**config.mk**
```make
export PLATFORM = sky130hd
export DESIGN_NAME = avalon_st_pkt_len_meter_flat
export DESIGN_NICKNAME = d
export VERILOG_FILES = /design/src/rtl/general_pack.sv /design/src/rtl/avalon_meter_pack.sv /design/src/rtl/avalon_st_if.sv /design/src/rtl/avalon_st_skid_buffer.sv /design/src/rtl/avalon_st_pkt_len_meter.sv /design/src/flat_wrapper.sv
export SDC_FILE = /design/constraint.sdc
export NUM_CORES = 1
export LEC_CHECK = 0
export BUFFER_PORTS_ARGS = -buffer_cell sky130_fd_sc_hd__buf_4
export CAP_MARGIN = 20
export CORE_MARGIN = 1.5
export CORE_UTILIZATION = 55
export DETAILED_ROUTE_END_ITERATION = 8
export PLACE_DENSITY = 0.8
export SETUP_SLACK_MARGIN = 0.4
export SLEW_MARGIN = 0
export SYNTH_ARGS = -nofsm -noshare
export SYNTH_HDL_FRONTEND = slang
export SYNTH_SLANG_ARGS = --single-unit
```
**constraint.sdc**
```tcl
create_clock -name clk -period 13.4 [get_ports clk]
set_input_delay 2.68 -clock clk [delete_from_list [all_inputs] [get_ports clk]]
set_output_delay 2.68 -clock clk [all_outputs]
set_load 0.1 [all_outputs]
```
**src/rtl/general_pack.sv**
```systemverilog
// general_pack: shared helpers for width calculations.
package general_pack;

    function automatic int log2up_func(input int n);
        return (n <= 1) ? 1 : $clog2(n);
    endfunction

endpackage

```
**src/rtl/avalon_meter_pack.sv**
```systemverilog
// avalon_meter_pack: FSM state type and beat byte-count helper for the packet length meter.
package avalon_meter_pack;
    import general_pack::*;

    typedef enum logic {IDLE, IN_PKT} meter_state_t;

    // Only the eop beat can be partial; empty counts unused bytes.
    function automatic int beat_bytes(input logic eop, input int empty, input int n);
        return eop ? n - empty : n;
    endfunction

endpackage

```
**src/rtl/avalon_st_if.sv**
```systemverilog
// avalon_st_if: Avalon-ST stream bundle with master/slave views.
interface avalon_st_if #(parameter int DATA_WIDTH_IN_BYTES = 16);
    import general_pack::*;
    localparam int EW = log2up_func(DATA_WIDTH_IN_BYTES);

    logic [8*DATA_WIDTH_IN_BYTES-1:0] data;
    logic                             valid;
    logic                             sop;
    logic                             eop;
    logic [EW-1:0]                    empty;
    logic                             rdy;

    modport master(output data, valid, sop, eop, empty, input rdy);
    modport slave(input data, valid, sop, eop, empty, output rdy);
endinterface

```
**src/rtl/avalon_st_skid_buffer.sv**
```systemverilog
// avalon_st_skid_buffer: 2-entry Avalon-ST register slice with a registered ready.
module avalon_st_skid_buffer #(
    parameter int DATA_WIDTH_IN_BYTES = 16
) (
    input logic        clk,
    input logic        rst,
    avalon_st_if.slave  s_st,
    avalon_st_if.master m_st
);
    import general_pack::*;
    localparam int EW = log2up_func(DATA_WIDTH_IN_BYTES);
    localparam int W  = 8*DATA_WIDTH_IN_BYTES + EW + 2;

    logic [W-1:0] r_main;
    logic [W-1:0] r_skid;
    logic         r_main_vld;
    logic         r_skid_vld;
    logic         r_rdy;
    logic [W-1:0] w_in;
    logic         w_acc;
    logic         w_load;
    logic         w_skid_nxt;

    assign w_in       = {s_st.sop, s_st.eop, s_st.empty, s_st.data};
    assign w_acc      = s_st.valid && r_rdy;
    assign w_load     = !r_main_vld || m_st.rdy;
    // Ready is only ever high with the skid slot empty, so a new beat and a skid beat never collide.
    assign w_skid_nxt = !w_load && (r_skid_vld || w_acc);

    always_ff @(posedge clk or posedge rst) begin
        if (rst) begin
            r_main     <= '0;
            r_skid     <= '0;
            r_main_vld <= 1'b0;
            r_skid_vld <= 1'b0;
            r_rdy      <= 1'b0;
        end else begin
            r_rdy      <= !w_skid_nxt;
            r_skid_vld <= w_skid_nxt;
            if (w_load) begin
                r_main_vld <= r_skid_vld || w_acc;
                if (r_skid_vld)
                    r_main <= r_skid;
                else if (w_acc)
                    r_main <= w_in;
            end else if (w_acc) begin
                r_skid <= w_in;
            end
        end
    end

    assign s_st.rdy   = r_rdy;
    assign m_st.valid = r_main_vld;
    assign {m_st.sop, m_st.eop, m_st.empty, m_st.data} = r_main;
endmodule

```
**src/rtl/avalon_st_pkt_len_meter.sv**
```systemverilog
// avalon_st_pkt_len_meter: forwards an Avalon-ST stream through a skid buffer and reports per-packet byte length.
// Optional PKT_LEN_STATS_EN adds pkt_cnt / max_len statistics outputs.
module avalon_st_pkt_len_meter #(
    parameter int DATA_WIDTH_IN_BYTES = 16,
    parameter int LEN_WIDTH           = 16
) (
    input  logic                 clk,
    input  logic                 rst,
    avalon_st_if.slave           in_st,
    avalon_st_if.master          out_st,
    output logic                 len_valid,
    output logic [LEN_WIDTH-1:0] len,
    output logic                 len_err
`ifdef PKT_LEN_STATS_EN
    ,
    output logic [31:0]          pkt_cnt,
    output logic [LEN_WIDTH-1:0] max_len
`endif
);
    import avalon_meter_pack::*;
    localparam int LW1 = LEN_WIDTH + 1;

    meter_state_t         r_state;
    meter_state_t         w_state_nxt;
    logic [LEN_WIDTH-1:0] r_count;
    logic                 r_err_pend;
    logic                 r_pend;
    logic [LEN_WIDTH-1:0] r_pend_len;
    logic                 r_pend_err;
    logic                 r_len_valid;
    logic [LEN_WIDTH-1:0] r_len;
    logic                 r_len_err;
    logic                 w_acc;
    logic                 w_cont;
    logic                 w_close;
    logic [LEN_WIDTH:0]   w_bytes;
    logic [LEN_WIDTH:0]   w_sum;
    logic                 w_ovf;
    logic [LEN_WIDTH-1:0] w_sat;
    logic                 w_rep;
    logic [LEN_WIDTH-1:0] w_rep_len;
    logic                 w_rep_err;
    logic                 w_rep2;
    logic                 w_pend_load;

    avalon_st_skid_buffer #(.DATA_WIDTH_IN_BYTES(DATA_WIDTH_IN_BYTES)) u_skid (
        .clk (clk),
        .rst (rst),
        .s_st(in_st),
        .m_st(out_st)
    );

    assign w_acc   = in_st.valid && in_st.rdy;
    assign w_cont  = (r_state == IN_PKT) && !in_st.sop;
    assign w_close = (r_state == IN_PKT) && in_st.sop;
    assign w_bytes = LW1'(beat_bytes(in_st.eop, 32'(in_st.empty), DATA_WIDTH_IN_BYTES));
    assign w_sum   = (w_cont ? {1'b0, r_count} : '0) + w_bytes;
    assign w_ovf   = w_sum[LEN_WIDTH];
    assign w_sat   = w_ovf ? '1 : w_sum[LEN_WIDTH-1:0];

    always_ff @(posedge clk or posedge rst) begin
        if (rst)
            r_state <= IDLE;
        else
            r_state <= w_state_nxt;
    end

    always_comb begin
        w_state_nxt = !w_acc ? r_state : (in_st.eop ? IDLE : IN_PKT);
    end

    // A sop inside a packet closes it with an error; a sop&&eop there yields a second report.
    always_comb begin
        w_rep     = w_acc && (in_st.eop || w_close);
        w_rep_len = w_close ? r_count : w_sat;
        w_rep_err = w_close || (w_cont ? r_err_pend : !in_st.sop) || w_ovf;
        w_rep2    = w_acc && w_close && in_st.eop;
    end

    // The pending slot is only full in IDLE, where at most one new report can arise per beat.
    assign w_pend_load = r_pend ? w_rep : w_rep2;

    always_ff @(posedge clk or posedge rst) begin
        if (rst) begin
            r_count     <= '0;
            r_err_pend  <= 1'b0;
            r_pend      <= 1'b0;
            r_pend_len  <= '0;
            r_pend_err  <= 1'b0;
            r_len_valid <= 1'b0;
            r_len       <= '0;
            r_len_err   <= 1'b0;
        end else begin
            if (w_acc) begin
                r_count    <= in_st.eop ? '0 : w_sat;
                r_err_pend <= !in_st.eop && ((w_cont ? r_err_pend : !in_st.sop) || w_ovf);
            end
            r_pend <= w_pend_load;
            if (w_pend_load) begin
                r_pend_len <= r_pend ? w_rep_len : w_sat;
                r_pend_err <= r_pend && w_rep_err;
            end
            r_len_valid <= r_pend || w_rep;
            if (r_pend || w_rep) begin
                r_len     <= r_pend ? r_pend_len : w_rep_len;
                r_len_err <= r_pend ? r_pend_err : w_rep_err;
            end
        end
    end

    assign len_valid = r_len_valid;
    assign len       = r_len;
    assign len_err   = r_len_err;

`ifdef PKT_LEN_STATS_EN
    logic [31:0]          r_pkt_cnt;
    logic [LEN_WIDTH-1:0] r_max_len;

    always_ff @(posedge clk or posedge rst) begin
        if (rst) begin
            r_pkt_cnt <= '0;
            r_max_len <= '0;
        end else if (r_len_valid) begin
            r_pkt_cnt <= r_pkt_cnt + 32'd1;
            if (r_len > r_max_len)
                r_max_len <= r_len;
        end
    end

    assign pkt_cnt = r_pkt_cnt;
    assign max_len = r_max_len;
`endif
endmodule

```
**src/flat_wrapper.sv**
```systemverilog
// flat-port wrapper written by rule: the top's interface ports become plain ports
module avalon_st_pkt_len_meter_flat import avalon_meter_pack::*;
#(
    parameter int DATA_WIDTH_IN_BYTES = 16,
    parameter int LEN_WIDTH           = 16
)
  (clk, rst, len_valid, len, len_err, in_st_data, in_st_valid, in_st_sop, in_st_eop, in_st_empty, in_st_rdy, out_st_data, out_st_valid, out_st_sop, out_st_eop, out_st_empty, out_st_rdy);
  avalon_st_if #(.DATA_WIDTH_IN_BYTES(DATA_WIDTH_IN_BYTES)) in_st_i ();
  avalon_st_if #(.DATA_WIDTH_IN_BYTES(DATA_WIDTH_IN_BYTES)) out_st_i ();
  input  logic clk;
  input  logic rst;
  output logic len_valid;
  output logic [LEN_WIDTH-1:0] len;
  output logic len_err;
  input wire logic [$bits(in_st_i.data)-1:0] in_st_data;
  input wire logic [$bits(in_st_i.valid)-1:0] in_st_valid;
  input wire logic [$bits(in_st_i.sop)-1:0] in_st_sop;
  input wire logic [$bits(in_st_i.eop)-1:0] in_st_eop;
  input wire logic [$bits(in_st_i.empty)-1:0] in_st_empty;
  output wire logic [$bits(in_st_i.rdy)-1:0] in_st_rdy;
  output wire logic [$bits(out_st_i.data)-1:0] out_st_data;
  output wire logic [$bits(out_st_i.valid)-1:0] out_st_valid;
  output wire logic [$bits(out_st_i.sop)-1:0] out_st_sop;
  output wire logic [$bits(out_st_i.eop)-1:0] out_st_eop;
  output wire logic [$bits(out_st_i.empty)-1:0] out_st_empty;
  input wire logic [$bits(out_st_i.rdy)-1:0] out_st_rdy;
  assign in_st_i.data = in_st_data;
  assign in_st_i.valid = in_st_valid;
  assign in_st_i.sop = in_st_sop;
  assign in_st_i.eop = in_st_eop;
  assign in_st_i.empty = in_st_empty;
  assign in_st_rdy = in_st_i.rdy;
  assign out_st_data = out_st_i.data;
  assign out_st_valid = out_st_i.valid;
  assign out_st_sop = out_st_i.sop;
  assign out_st_eop = out_st_i.eop;
  assign out_st_empty = out_st_i.empty;
  assign out_st_i.rdy = out_st_rdy;
  avalon_st_pkt_len_meter #(.DATA_WIDTH_IN_BYTES(DATA_WIDTH_IN_BYTES), .LEN_WIDTH(LEN_WIDTH)) u_core (.clk(clk), .rst(rst), .in_st(in_st_i), .out_st(out_st_i), .len_valid(len_valid), .len(len), .len_err(len_err));
endmodule
```
# Yosys cells after proc, flatten, opt, wreduce, memory -nomap -nowiden

Index checks and enable logic that the tools add are counted.

Flip-flop bits (word level): 325
Output and inout port bits: 154

$add $sub $neg: 2
Muxes and demuxes: 13
Bitwise logic cells: 1
Reductions and logical operators: 24

Operators with widths:

| operator                                                           | count |
|---|---|
| 134-bit 2-to-1 mux                                                 | 2 |
| 16-bit 2-to-1 mux                                                  | 6 |
| 17-bit adder                                                       | 1 |
| 17-bit 2-to-1 mux                                                  | 1 |
| 1-bit logical AND                                                  | 9 |
| 1-bit logical OR                                                   | 7 |
| 5-bit by 4-bit subtractor with 6-bit output (first input constant) | 1 |
| 1-bit zero test                                                    | 5 |
| 1-bit 2-to-1 mux                                                   | 4 |
| 2-bit AND reduction                                                | 2 |
| 2-bit nonzero test                                                 | 1 |
| 1-bit NOT                                                          | 1 |

# Longest topological paths before layout

Depth in word-level cells: 7
Mapped depth: 12

# Hierarchy

A second synthesis with hierarchy kept.

Cell total of the unflattened synthesis: 1103
Area total of the unflattened synthesis: 15118.2 sq um

By module, submodules not included:

| module                  | times used | cells each | area each (sq um) | seq. area each (sq um) |
|---|---|---|---|---|
| avalon_st_skid_buffer   | 1          | 725        | 11935.2           | 6781.5 |
| avalon_st_pkt_len_meter | 1          | 378        | 3183.1            | 1351.3 |

# Worst setup path before layout

No wires, ideal clock.

Kind: input-to-reg
Start: in in_st_eop
End: reg u_core.r_len[12], in the netlist u_core.len[12]
Setup time: 0.094 ns
Arrival time: 4.992 ns
Required time: 13.306 ns
Path slack: 8.314 ns
Stages: 12
Cell sequence: buf_2 clkbuf_1 and2_1 ha_1 fa_1 a211o_1 a21o_1 buf_2 nor3b_2 xnor2_1 a21oi_1 a211oi_1

Longest elaborated chain between the ends: 5
Elaborated cells on any way between the ends: 8
Classes of those cells: add/sub: 1; mux: 4; reduce/logical: 3

Ends and longest elaborated chain:

| what                 | RTL line                       | RTL |
|---|---|---|
| from (decl)          | flat_wrapper.sv:18             | `input wire logic [$bits(in_st_i.eop)-1:0] in_st_eop;` |
| 17-bit 2-to-1 mux    | avalon_meter_pack.sv:9         | `return eop ? n - empty : n;` |
| 17-bit adder         | avalon_st_pkt_len_meter.sv:57  | `assign w_sum = (w_cont ? {1'b0, r_count} : '0) + w_bytes;` |
| 16-bit 2-to-1 mux    | avalon_st_pkt_len_meter.sv:59  | `assign w_sat = w_ovf ? '1 : w_sum[LEN_WIDTH-1:0];` |
| 16-bit 2-to-1 mux    | avalon_st_pkt_len_meter.sv:75  | `w_rep_len = w_close ? r_count : w_sat;` |
| 16-bit 2-to-1 mux    | avalon_st_pkt_len_meter.sv:105 | `r_len <= r_pend ? r_pend_len : w_rep_len;` |
| to (signal assigned) | avalon_st_pkt_len_meter.sv:105 |  |
| to (decl)            | avalon_st_pkt_len_meter.sv:31  | `logic [LEN_WIDTH-1:0] r_len;` |

Several ways; a longest one is shown, not always the timed one.
A chain may end at the register's enable or synchronous reset.

# Worst setup path after layout

Start: in in_st_valid
End: reg u_core.u_skid.r_main[70]

Longest elaborated chain between the ends: 3

Ends and longest elaborated chain:

| what                                 | RTL line                    | RTL |
|---|---|---|
| from (decl)                          | flat_wrapper.sv:16          | `input wire logic [$bits(in_st_i.valid)-1:0] in_st_valid;` |
| 1-bit logical AND                    | avalon_st_skid_buffer.sv:25 | `assign w_acc = s_st.valid && r_rdy;` |
| 2-bit nonzero test (no source line)  | -                           |  |
| 2-bit AND reduction (no source line) | -                           |  |
| to (signal assigned)                 | avalon_st_skid_buffer.sv:43 | `r_main <= r_skid;` |
| to (signal assigned)                 | avalon_st_skid_buffer.sv:45 | `r_main <= w_in;` |
| to (decl)                            | avalon_st_skid_buffer.sv:14 | `logic [W-1:0] r_main;` |

No other way between the ends.

==> impl.org <==
** STA
- Final total negative setup slack :: 0 ns
- Final hold violations :: 0
- Period utilisation layout :: ~40%
- After layout, the minimum clock period comes to around 5.5 ns.
- For the pin with the worst max-slew slack, the measured transition is 1.03 ns.
- Setup repair after global routing left no endpoint under its margin.
- Final setup violation count :: 0
- Final Slew Violations :: 0
- Timing would allow up to 182 MHz.
- Slew headroom :: a little under a third
- Clock skew on the completed layout was measured at between 0.015 and 0.02 ns.

** Placed design
- Port Buffer Count :: 291
- The HPWL after detailed placement is 23.1 mm.
- After detailed placement, the total cell area comes to approximately 17000 um2.
- Weighted congestion reported at the end of routability-driven placement :: between 0.8 and 0.9

** Power
- Clock group share of total power :: between 20% and 30%
- Leakage power :: just over 0.008 uW
- Net switching component of the power :: around 1800 uW
- Of the total power, combinational logic draws about two fifths.
- Sw Share :: between 40% and 50%
- Reg power frac :: approximately 35%
- Largest vdd supply drop :: ~190 uV
- Internal Power :: around 2200 uW
- Power density over the cells :: 223 nW/um2

** Job
- MaxCap Viol Count :: 0

** Drt
- Count of antenna-violating nets left after detailed routing :: 0
- Initial DRT Pass Iterations :: 5
- After detailed routing, the average wire length per cell comes to about 19 um.
- The final route contains between 10000 and 15000 vias.
- Wire length after detailed routing :: between 30 and 40 mm
- Vias/cell :: 5.63
- Number of DRC markers in iteration 0 :: between 500 and 600
- DRC Markers :: 0

** Critical path
- STA classifies the critical path startpoint as an input port.
- For the worst setup path, the data required time is roughly 14 ns.
- The signal on the critical path passes through buf_4 > and2_1 > nor2_1 > nor2_4 > buf_4 > buf_4 > buf_16 > nor2_1 > a21oi_1.
- Arrival time of data at the critical path endpoint :: between 5 and 6 ns
- Setup crit end kind :: flip-flop
- The setup path with the least slack is of type in -> reg.
- The largest single stage delay on the critical path is around 0.76 ns.
- Maximum fanout along the worst path :: 95
- Cell repeated most along the worst path :: buf_4
- Slowest cell on the critical path :: buf_4

** Cells and area
- For this run, the post-layout net count is around 1600.
- Of the cells placed in the final design, the portion with a size suffix greater than 1 is 33.6%.
- The number of antenna diodes in the final layout is 0.
- The area growth from synthesis to layout is 24.6%.
- Final cell area excluding filler cells :: about 18000 um2
- Measured on the finished design, the core utilization comes to 69.3%.

** Synthesis
- Nets in the synthesized netlist :: 1385
- Yosys warning total :: 0
- Average size of a mapped cell :: between 10 and 15 um2
- Fraction of synthesis flops using an asynchronous set or reset pin :: 100%
- Of the post-synthesis cell area, the dominant cell type holds between 50% and 60%.
- Sequential-to-total area share from yosys stat :: a little under three fifths
- In the post-synthesis netlist, the biggest area contributors are dfrtp_1 56%, mux2_2 10%, mux2i_1 9.5%.
- Yosys mapped a number of flops with a built-in enable equal to 0.
- Synthesis produced a netlist whose cell count is approximately 1200.
- Of all cell types, the one taking the most synthesized area is dfrtp_1.
- The commonest cells after synthesis are 325 x dfrtp_1, 165 x a21oi_1, 159 x nor2_1.
- Post-synth design cell area :: about 14000 um2
- In the synthesized netlist the dominant register cell turns out to be dfrtp_1.
- Counting flops and latches in the post-synthesis netlist gives ~330.
- By instance count, the leading cell after synthesis is dfrtp_1.
- Number of distinct standard cells referenced by the synthesized netlist :: 70

** Clock tree
- Clock-pin slew on the worst setup and hold paths :: 0.06 ns
- Post-CTS Setup Inserts :: 0
- The clock drives 325 sinks.
- TritonCTS clock tree :: done
- Total of cells resized after clock tree synthesis :: 0
- The tree is rooted in a clkbuf_16.
- Max Buffers Root-to-Sink :: 3
- For this design, the CTS-stage hold fixing added 0 buffers.
- TritonCTS Buffers :: 36
- The clock tree synthesis step divided the H-tree into 2 levels.
- Clock latency on the worst-skew pair, taken at its later pin, is between 0.5 and 0.6 ns.

** Die
- Starting Density :: 55.7%
- Width of the die :: approximately 160 um
- Row count :: a little under 60
- After floorplanning, the core was sized to cover 25900 um2.
- During I/O placement, the number of pins put on the boundary was a little under 300.
- Die area :: between 20000 and 30000 um2
- Die extent in y :: 165 um

** Min path
- In this run the worst hold path is classified as reg -> reg.

** Global routing
- The first global-routing pass estimated roughly 55 mm of wire.
- The number of global-route vias before repair was between 10000 and 15000.
- Aggregate global routing overflow :: 0
- The initial antenna violation count is 0.
- GRT Total Usage :: between 20% and 30%
- Entering global routing, the biggest net connects 119 pins.

** Outcome
- The flow ran to the end, and the final reports show no timing, DRC or antenna violations.
## worst paths after layout
kind	startpoint	end	slack, ns	cells after the start
worst min-delay path	u_core.r_pend_err	u_core.r_pend_err	0.48	1
worst min register to register	u_core.r_pend_err	u_core.r_pend_err	0.48	1
worst max register to register	u_core.r_state	u_core.len[8]	9.51	10
max in group asynchronous	rst	u_core.u_skid.r_main[118]	9.16	5
min in group asynchronous	rst	u_core.u_skid.r_main[63]	2.25	2
worst max-delay path	in_st_valid	u_core.u_skid.r_main[70]	7.90	9
## sequential cells by signal, indices dropped and copies added (netlist names)
name,cells
u_core.r_err_pend,1
u_core.u_skid.r_skid,134
u_core.u_skid.r_skid_vld,1
u_core.len,16
u_core.r_count,16
u_core.r_state,1
u_core.u_skid.s_st.rdy,1
u_core.len_valid,1
u_core.r_pend_err,1
u_core.len_err,1
u_core.u_skid.r_main,134
u_core.r_pend,1
u_core.u_skid.m_st.valid,1
u_core.r_pend_len,16
## power groups by stage
stage                     logic, uW  registers [uW]  clock network, uW
final                          1630            1390                990
after CTS                      1640            1390               1010
after detailed placement       1630            1400                  0
after global routing           1700            1420               1050
after global placement         1610            1380                  0
after floorplan                 376            2270                  0
## layout by cell type, fill, tap and decap left out, types with 8 or more instances in the layout
| cell type | netlist | layout |
|---|---|---|
| a21oi_1 | 165 | 165 |
| and2_1 | 13 | 13 |
| buf_4 | 1 | 299 |
| clkbuf_1 | 28 | 8 |
| clkbuf_16 | 0 | 37 |
| dfrtp_1 | 325 | 324 |
| inv_1 | 9 | 8 |
| mux2_2 | 132 | 132 |
| mux2i_1 | 137 | 137 |
| nand2_1 | 45 | 44 |
| nand3_1 | 11 | 11 |
| nor2_1 | 159 | 158 |
| o21ai_0 | 17 | 17 |
| o21ai_1 | 15 | 15 |
## per-stage QoR
| step | hold WS [ns] | setup slack, ns | cells | total power (uW) |
|---|---|---|---|---|
| 2_1_floorplan | 0.447 | 1.72 | 1240 | 2650 |
| 3_3_place_gp | 0.463 | 6.75 | 1790 | 2990 |
| 3_5_place_dp | 0.467 | 6.59 | 1790 | 3030 |
| 4_1_cts | 0.479 | 7.07 | 1852 | 4030 |
| 5_1_grt | 0.489 | 7.69 | 1855 | 4160 |
| 6_report | 0.481 | 7.90 | 1855 | 4010 |
## metal layers
| metal | up-vias | track usage, % | wire length (um) |
|---|---|---|---|
| met5 | - | 0 | 0 |
| li1 | 4876 | - | - |
| met4 | 0 | 11.7 | 1580 |
| met2 | 322 | 42.0 | 17100 |
| met3 | 84 | 8.34 | 2660 |
| met1 | 5169 | 31.0 | 13700 |
## final cells by class
cell class                 count  area (um2)
fill                        1871        7950
timing repair buffer         302        2320
multi-input combinational    821        5860
clock inverter                10         133
clock buffer                  52        1050
inverter                      10        46.3
sequential                   325        8140
tap                          335         419
## logic make-up after synthesis
group / count (synthesis) / share of synthesized area, %
adders and majority gates: 7 / 0.659
AOI/OAI and AO/OA: 267 / 11.0
buffers and inverters: 94 / 3.10
and+or+nand+nor: 272 / 8.67
xor gates and xnor gates: 6 / 0.364
DFF: 325 / 56.4
muxes: 269 / 19.8
## critical path: cells and delay by family
family,cells,cell delay (ns)
buffers and inverters,4,1.67
AND/OR/NAND/NOR,4,1.32
AO/OA/AOI/OAI,1,0.15
Power figures use the tool's default switching activity.
